`src/rtl/div_result_bcd.sv`:
```
// Signed binary to sign + packed BCD converter for the divider's result word.
// Iterative shift-add-3 (double dabble), one magnitude bit per clock.
module div_result_bcd #(
  parameter int WIDTH  = 16,
  parameter int DIGITS = 5
) (
  input  logic                  clk,
  input  logic                  rst,
  input  logic                  start,
  input  logic [WIDTH-1:0]      value,
  output logic                  ready,
  output logic                  done,
  output logic                  neg,
  output logic [4*DIGITS-1:0]   bcd
);
  localparam int BW = 4*DIGITS;
  localparam int CW = $clog2(WIDTH+1);

  function automatic int min_digits(input int w);
    longint unsigned lim, p;
    int d;
    lim = 64'd1 << (w-1);
    p   = 64'd1;
    d   = 0;
    for (int i = 0; i < 20; i++)
      if (p < lim) begin
        p = p * 10;
        d++;
      end
    return d;
  endfunction

  generate
    if (DIGITS < min_digits(WIDTH)) begin : g_bad_digits
      $error("div_result_bcd: DIGITS too small to hold 2^(WIDTH-1)");
    end
  endgenerate

  typedef enum logic [1:0] {S_IDLE, S_SHIFT, S_DONE} state_t;

  state_t          r_state, w_state_nxt;
  logic [CW-1:0]   r_cnt, w_cnt_nxt;
  logic [WIDTH-1:0] r_mag, w_mag_nxt;
  logic [BW-1:0]   r_scr, w_scr_nxt, w_adj;
  logic            r_neg_cap, w_neg_cap_nxt;
  logic            w_load;

  // Per-digit add-3 correction applied before each shift.
  for (genvar g = 0; g < DIGITS; g++) begin : g_add3
    assign w_adj[4*g +: 4] = (r_scr[4*g +: 4] >= 4'd5) ? r_scr[4*g +: 4] + 4'd3
                                                      : r_scr[4*g +: 4];
  end

  always_comb begin
    w_state_nxt   = r_state;
    w_cnt_nxt     = r_cnt;
    w_mag_nxt     = r_mag;
    w_scr_nxt     = r_scr;
    w_neg_cap_nxt = r_neg_cap;
    w_load        = 1'b0;
    case (r_state)
      S_IDLE: if (start) begin
        w_state_nxt   = S_SHIFT;
        w_cnt_nxt     = CW'(WIDTH);
        // Unsigned negate: the most negative value maps to 2^(WIDTH-1) cleanly.
        w_mag_nxt     = value[WIDTH-1] ? (~value + {{(WIDTH-1){1'b0}}, 1'b1}) : value;
        w_scr_nxt     = '0;
        w_neg_cap_nxt = value[WIDTH-1];
      end
      S_SHIFT: begin
        {w_scr_nxt, w_mag_nxt} = {w_adj[BW-2:0], r_mag, 1'b0};
        w_cnt_nxt = r_cnt - 1'b1;
        if (r_cnt == CW'(1)) begin
          w_state_nxt = S_DONE;
          w_load      = 1'b1;
        end
      end
      S_DONE:  w_state_nxt = S_IDLE;
      default: w_state_nxt = S_IDLE;
    endcase
  end

  always_ff @(posedge clk or posedge rst) begin
    if (rst) begin
      r_state   <= S_IDLE;
      r_cnt     <= '0;
      r_mag     <= '0;
      r_scr     <= '0;
      r_neg_cap <= 1'b0;
      ready     <= 1'b1;
      done      <= 1'b0;
      neg       <= 1'b0;
      bcd       <= '0;
    end else begin
      r_state   <= w_state_nxt;
      r_cnt     <= w_cnt_nxt;
      r_mag     <= w_mag_nxt;
      r_scr     <= w_scr_nxt;
      r_neg_cap <= w_neg_cap_nxt;
      ready     <= (w_state_nxt == S_IDLE);
      done      <= (w_state_nxt == S_DONE);
      if (w_load) begin
        bcd <= w_scr_nxt;
        neg <= r_neg_cap;
      end
    end
  end
endmodule

```
`config.mk`:
```
export PLATFORM = sky130hd
export DESIGN_NAME = div_result_bcd
export DESIGN_NICKNAME = d
export VERILOG_FILES = /design/src/rtl/div_result_bcd.sv
export SDC_FILE = /design/constraint.sdc
export NUM_CORES = 1
export LEC_CHECK = 0
export ABC_AREA = 1
export CORE_UTILIZATION = 60
export CTS_CLUSTER_DIAMETER = 150
export DETAILED_ROUTE_END_ITERATION = 16
export HOLD_SLACK_MARGIN = 0.15
export PLACE_DENSITY_LB_ADDON = 0.3
export SYNTH_ARGS = -nofsm -noshare
export SYNTH_HDL_FRONTEND = slang
export SYNTH_SLANG_ARGS = --single-unit
```
`constraint.sdc`:
```
create_clock -name clk -period 6.5 [get_ports clk]
set_input_delay 1.3 -clock clk [delete_from_list [all_inputs] [get_ports clk]]
set_output_delay 1.3 -clock clk [all_outputs]
set_load 0.005 [all_outputs]
```
==> results of run 1 <==
Yosys cell counts (3+ instances only):
| cell type | count |
|---|---|
| sky130_fd_sc_hd__o22ai_1 | 4 |
| sky130_fd_sc_hd__nand2_1 | 155 |
| sky130_fd_sc_hd__nand3_1 | 33 |
| sky130_fd_sc_hd__dfrtp_1 | 66 |
| sky130_fd_sc_hd__o21ai_0 | 31 |
| sky130_fd_sc_hd__buf_2 | 10 |
| sky130_fd_sc_hd__a22oi_1 | 14 |
| sky130_fd_sc_hd__xor2_1 | 3 |
| sky130_fd_sc_hd__ha_1 | 13 |
| sky130_fd_sc_hd__inv_1 | 44 |
| sky130_fd_sc_hd__nor2_1 | 25 |
| sky130_fd_sc_hd__inv_2 | 3 |
| sky130_fd_sc_hd__nor3_1 | 4 |
| sky130_fd_sc_hd__a21oi_1 | 14 |
| sky130_fd_sc_hd__buf_6 | 3 |
final cells by class:
cell class              instances  area (sq um)
inverters                      47         176.4
fillers                       410          1469
repair buffers                 42         417.9
flip-flops and latches         67          1678
multi-input cells             308          1493
clock inverters                 2         10.01
clock buffers                  14         172.7
well taps                      72         90.09
where the power goes:
| group | internal, mW | switching, mW | total, mW | leakage (nW) |
|---|---|---|---|---|
| Clock | 0.169 | 0.147 | 0.316 | 0.0965 |
| Sequential | 0.606 | 0.131 | 0.737 | 0.840 |
| Combinational | 0.351 | 0.485 | 0.836 | 1.12 |
| Total | 1.13 | 0.763 | 1.89 | 2.06 |
layer usage:
| layer | part of all wire, % | vias to the layer above | global-route usage [%] |
|---|---|---|---|
| li1 | - | 1482 | - |
| met1 | 44 | 1399 | 30.62 |
| met2 | 50 | 96 | 42.83 |
| met3 | 4.2 | 18 | 3.529 |
| met4 | 1.9 | 0 | 12.45 |
| met5 | 0 | - | 0 |
cells in the final DEF (no fill, tap or decap), drive strengths merged, types with 2 or more instances in the layout:
master / count
a21oi: 14
a22oi: 14
clkbuf: 14
clkdlybuf4s50: 41
clkinv: 2
dfrtp: 66
ha: 13
inv: 47
nand2: 157
nand3: 33
nand4: 2
nor2: 25
nor3: 5
o211ai: 2
o21ai: 32
o22ai: 4
xor2: 3
cell families after synthesis:
family / share of synthesized area (%)
AOI/OAI and AO/OA: 11.14
xor gates and xnor gates: 1.019
adders and majority gates: 4.731
buffers and inverters: 7.787
DFF: 48.80
muxes: 0.2911
and+or+nand+nor: 26.24
worst reg2reg max path, cell delays in order (launching register included):
cell                      delay [ns]
sky130_fd_sc_hd__dfrtp_1        0.36
sky130_fd_sc_hd__inv_1          0.12
sky130_fd_sc_hd__nand2_2        0.19
sky130_fd_sc_hd__nand2_1        0.35
sky130_fd_sc_hd__inv_2          0.32
sky130_fd_sc_hd__o21ai_0        0.26
sky130_fd_sc_hd__nand2_1        0.10
sky130_fd_sc_hd__nand2_1        0.08
sky130_fd_sc_hd__nand2_1        0.05
per-stage QoR:
| step | hold slack [ns] | instance area, sq um | cells |
|---|---|---|---|
| after floorplan | 0.4422 | 3438 | 437 |
| after global placement | 0.4618 | 3855 | 536 |
| after detailed placement | 0.4649 | 3855 | 536 |
| after CTS | 0.4827 | 4038 | 552 |
| after global routing | 0.5070 | 4038 | 552 |
| final | 0.4785 | 4038 | 552 |
worst min-delay path by stage:
stage | from | end
3_3_place_gp | r_cnt[3] | r_cnt[3]
5_1_grt | bcd[11] | bcd[11]
3_5_place_dp | bcd[11] | bcd[11]
6_report | bcd[13] | bcd[13]
2_1_floorplan | r_neg_cap | neg
4_1_cts | bcd[13] | bcd[13]
flip-flops by register name (all words and copies together), names as in the netlist:
signal / flops
r_mag: 16
r_state: 2
r_scr: 20
done: 1
neg: 1
bcd: 20
r_neg_cap: 1
r_cnt: 5
ready: 1
==> impl_metrics.ini, run 1 <==
[worst_setup_path]
critical_path.endpoint = r_cnt[2]
worst-path-stages = 6
start_kind = primary input
critical_path.startpoint = start
timing.critical_path.cells = clkdlybuf4s50_1 -> nand2_1 -> nor2_1 -> inv_1 -> a21oi_1 -> a21oi_1
worst_path_dominant_cell_family = buffers and inverters
rrSetupSlack_ns = 4.58
r2r_end = bcd[15]
cp_max_fo = 13
number_of_buffer_and_inverter_stages_on_the_critical_path = 2
critPathSlowestCell = sky130_fd_sc_hd__nor2_1
critical_path_required_ns = 6.72
worst_r2r_startpoint = r_state[1]
timing.critical_path.mode_cell = sky130_fd_sc_hd__a21oi_1
timing_worst_setup_path_type = in -> reg
cp-end-kind = register
depth_of_the_worst_register_to_register_path = 8
worst_path_largest_cell_delay_ns = 0.61
cp.arrival_ns = 3.00

[timing]
final.min_clock_period_ns = 2.785
grt_setup_unrepaired = false
finalSetupViolCount = 0
final-hold-violation-count = 0
worst_slew_margin_rel_pct = 45.60
fin_crit_sh_pct = 42.85
achievable-frequency_mhz = 359.1
post_route_skew_ns = 0.007632
final-max-slew-violation-count = 0
setup_ws_ns = 3.715
final.setup.tns_ns = 0
worst_margin_pin_slew_ns = 0.8160

[global_routing]
first_global_vias = 2752
grt_start_max_net_pins = 68
grt.overflow.total = 0
global_route.usage.total_pct = 24.92
wire_length_of_the_first_global_routing_pass_mm = 11.75
antenna_found_initial = 0

[floorplan]
die_x_um = 77.70
placement_rows = 27
die-area_sq_um = 6037
fp.coreArea_sq_um = 5507
boundaryPins = 42
initial_utilization_pct = 62.44
fp.dieH_um = 77.70

[cts]
clock_tree.buffer_depth = 2
clock_insertion_delay_worst_skew_ns = 0.34
post-cts-setup-buffer-count = 0
tritoncts_num_sinks = 67
clock_pin_slew_reported_for_the_worst_setup_and_hold_paths_after_clock_tree_synthesis_ns = 0.07
tritoncts.num_buffers = 9
cts_tree = done
holdBufCountCts = 0
clock_tree.root_cell = sky130_fd_sc_hd__clkbuf_8
cts_repair_resize_count = 0
htreeDepth = 3

[synthesis]
synth_seq_area_share_pct = 48.80
synthesis.yosys.warnings = 0
ys_top_cells_by_area = sky130_fd_sc_hd__dfrtp_1 48%, sky130_fd_sc_hd__nand2_1 17%, sky130_fd_sc_hd__inv_1 4.8%
dominantRegCellSynth = sky130_fd_sc_hd__dfrtp_1
synth_cell_types = 27
synth_nets = 469
synth_area_sq_um = 3438
synth_area_leader_cell = sky130_fd_sc_hd__dfrtp_1
ys_seq_elements = 67
syn-instance-count = 437
netlist.area_leader.share_pct = 48.03
syn-mean-instance-area_sq_um = 7.868
synth_edf_count = 0
asr_flop_ratio_synth_pct = 100.0

[route]
via_count = 2995
drt-pass1-iter-count = 7
ant_nets = 0
initialDrtViolationCount = 230
avgRoutedWirePerCell_um = 12.48
drt-vias-per-instance = 5.426
drcViolationCount = 0
wirelength_mm = 6.887

[power]
fin_total_pwr_mw = 1.889
power-per-cell-area_nw_per_um2 = 467.9
irDropWorstVdd_mv = 0.2027
leakagePower_nw = 2.055

[placement]
place_worst_setup_slack_ns = 3.381
port_buffer_cells = 41
place_hpwl_mm = 4.652
gp_routability_congestion = 0.8345

[worst_hold_path]
timing.hold.worst.class = reg -> reg
hold-path-cell-count = 2

[final_layout]
final_net_count = 507
finish.utilization_pct = 73.32
drive_gt1_share_pct = 5.000
area_delta_synth_final_pct = 17.43
insertedDiodeCount = 0

[status]
status = finished, final reports clean

[run]
cap_violations = 0
No activity file was read; power rests on OpenSTA's default activity.
==> run 2, diff against run 1 <==
--- a/config.mk
+++ b/config.mk
@@ -6,7 +6,7 @@
 export NUM_CORES = 1
 export LEC_CHECK = 0
 export ABC_AREA = 1
-export CORE_UTILIZATION = 60
+export CORE_UTILIZATION = 56
 export CTS_CLUSTER_DIAMETER = 150
 export DETAILED_ROUTE_END_ITERATION = 16
 export HOLD_SLACK_MARGIN = 0.15
==> constraint.sdc (replaced) <==
create_clock -name clk -period 2.87 [get_ports clk]
set_input_delay 0.574 -clock clk [delete_from_list [all_inputs] [get_ports clk]]
set_output_delay 0.574 -clock clk [all_outputs]
set_load 0.005 [all_outputs]
==> run 2 against run 1 <==
  * The flow now finishes with violations (design-rule violations)
  * Largest power group unchanged
  * First-iteration DRC count decreased by 32%
  * Critical path depth is 2 higher
  * Setup slack lost 2.9 ns
  * Combinational power grew 130%
  * Sequential power up 130%
  * Largest cell class unchanged
==> impl_metrics.ini, run 2 (synthesized netlist as in run 1, its figures left out) <==
[worst_setup_path]
number_of_buffer_and_inverter_stages_on_the_critical_path = 2
critPathSlowestCell = sky130_fd_sc_hd__clkdlybuf4s50_1
cp_max_fo = 30
start_kind = primary input
cp.arrival_ns = 2.26
worst_path_largest_cell_delay_ns = 0.49
timing.critical_path.cells = clkdlybuf4s50_1 -> nand2_1 -> nand2_1 -> inv_2 -> o21ai_0 -> nand2_1 -> nand2_1 -> nand2_1
timing_worst_setup_path_type = in -> reg
critical_path_required_ns = 3.11
cp-end-kind = register
worst_path_dominant_cell_family = buffers and inverters
timing.critical_path.mode_cell = sky130_fd_sc_hd__nand2_1

[power]
swShare_pct = 39.67
power-per-cell-area_nw_per_um2 = 1068
clock_power_share_pct = 18.7
pwr-share-comb_pct = 43.2
irDropWorstVdd_mv = 0.6034
power.internal_mw = 2.640
leakagePower_nw = 2.082
power.switching_mw = 1.736
seq_power_share_pct = 38.1

[status]
status = finished with violations
violations = design-rule violations

[route]
initialDrtViolationCount = 157
drt-pass1-iter-count = 11
drcViolationCount = 1
via_count = 2987
avgRoutedWirePerCell_um = 12.43
wirelength_mm = 6.925
ant_nets = 0
drt-vias-per-instance = 5.363

[timing]
final-hold-violation-count = 0
final.setup.tns_ns = 0
final.min_clock_period_ns = 2.020
worst_margin_pin_slew_ns = 0.4890
worst_slew_margin_rel_pct = 67.29
finalSetupViolCount = 0
post_route_skew_ns = 0.006242
grt_setup_unrepaired = false
fin_crit_sh_pct = 70.40
achievable-frequency_mhz = 495.0
final-max-slew-violation-count = 0

[global_routing]
grt_start_max_net_pins = 68
global_route.usage.total_pct = 24.44
wire_length_of_the_first_global_routing_pass_mm = 12.06
first_global_vias = 2929
grt.overflow.total = 0
antenna_found_initial = 0

[final_layout]
final_net_count = 509
layout.cells.most_common_list = 155 x sky130_fd_sc_hd__nand2_1, 66 x sky130_fd_sc_hd__dfrtp_1, 43 x sky130_fd_sc_hd__inv_1
area_delta_synth_final_pct = 19.21
layout_commonest_cell = sky130_fd_sc_hd__nand2_1
largest_registers = bcd: 20 flops, r_scr: 20 flops, r_mag: 16 flops
drive_gt1_share_pct = 5.809
insertedDiodeCount = 0
finish.utilization_pct = 69.23

[cts]
post-cts-setup-buffer-count = 0
cts_repair_resize_count = 0
tritoncts_num_sinks = 67
htreeDepth = 3
clock_insertion_delay_worst_skew_ns = 0.35
clock_tree.root_cell = sky130_fd_sc_hd__clkbuf_8
cts_tree = done
tritoncts.num_buffers = 9
holdBufCountCts = 0
clock_tree.buffer_depth = 2
clock_pin_slew_reported_for_the_worst_setup_and_hold_paths_after_clock_tree_synthesis_ns = 0.07

[placement]
gp_routability_congestion = 0.8149
place_hpwl_mm = 4.815
port_buffer_cells = 41

[floorplan]
placement_rows = 28
fp.dieH_um = 80.36
die-area_sq_um = 6457
initial_utilization_pct = 58.07
fp.coreArea_sq_um = 5921
boundaryPins = 42
die_x_um = 80.36

[run]
cap_violations = 0

[worst_hold_path]
timing.hold.worst.class = reg -> reg
-- run 2: power by group through the flow --
stage / logic, mW / registers [mW] / clock network [mW]
floorplan: 1.30 / 1.62 / 0
detailed placement: 1.89 / 1.68 / 0
finish: 1.89 / 1.67 / 0.819
CTS: 1.90 / 1.66 / 0.832
global placement: 1.80 / 1.66 / 0
global route: 2.16 / 1.72 / 0.866
-- run 2: through the flow --
stage,area [sq um],power (mW),std cells,hold slack (ns),setup slack [ns]
finish,4099,4.376,557,0.4778,0.8496
global route,4099,4.744,557,0.4927,0.6428
CTS,4099,4.394,557,0.4798,0.8470
detailed placement,3886,3.563,541,0.4643,0.5014
global placement,3886,3.463,541,0.4628,0.6096
floorplan,3438,2.928,437,0.4422,0.6145
-- run 2: metal layers --
layer | wire, um | share of wire (%) | global-route usage [%]
met4 | 127 | 1.8 | 11.61
met1 | 2970 | 43 | 27.41
met3 | 188 | 2.7 | 4.432
met5 | 0 | 0 | 0
met2 | 3639 | 53 | 44.32
-- run 2: path summary, 6_finish.rpt --
check,startpoint,end,slack (ns),cells after the start
max,start,bcd[15],0.85,8
min,bcd[7],bcd[7],0.48,2
max reg2reg,r_cnt[1],bcd[4],0.91,8
min reg2reg,bcd[7],bcd[7],0.48,2
max in group asynchronous,rst,ready,1.96,3
min in group asynchronous,rst,r_mag[12],0.62,3
-- run 2: layout make-up --
class | instances | area, sq um
well taps | 75 | 93.84
clock inverters | 4 | 47.55
fillers | 506 | 1822
inverters | 47 | 176.4
clock buffers | 12 | 165.2
repair buffers | 44 | 445.4
flip-flops and latches | 67 | 1678
multi-input cells | 308 | 1493
-- run 2: tightest hold or removal path, cell delays in order (launching register included) --
cell,delay (ns)
sky130_fd_sc_hd__dfrtp_1,0.34
sky130_fd_sc_hd__nand2_1,0.05
sky130_fd_sc_hd__nand2_1,0.05
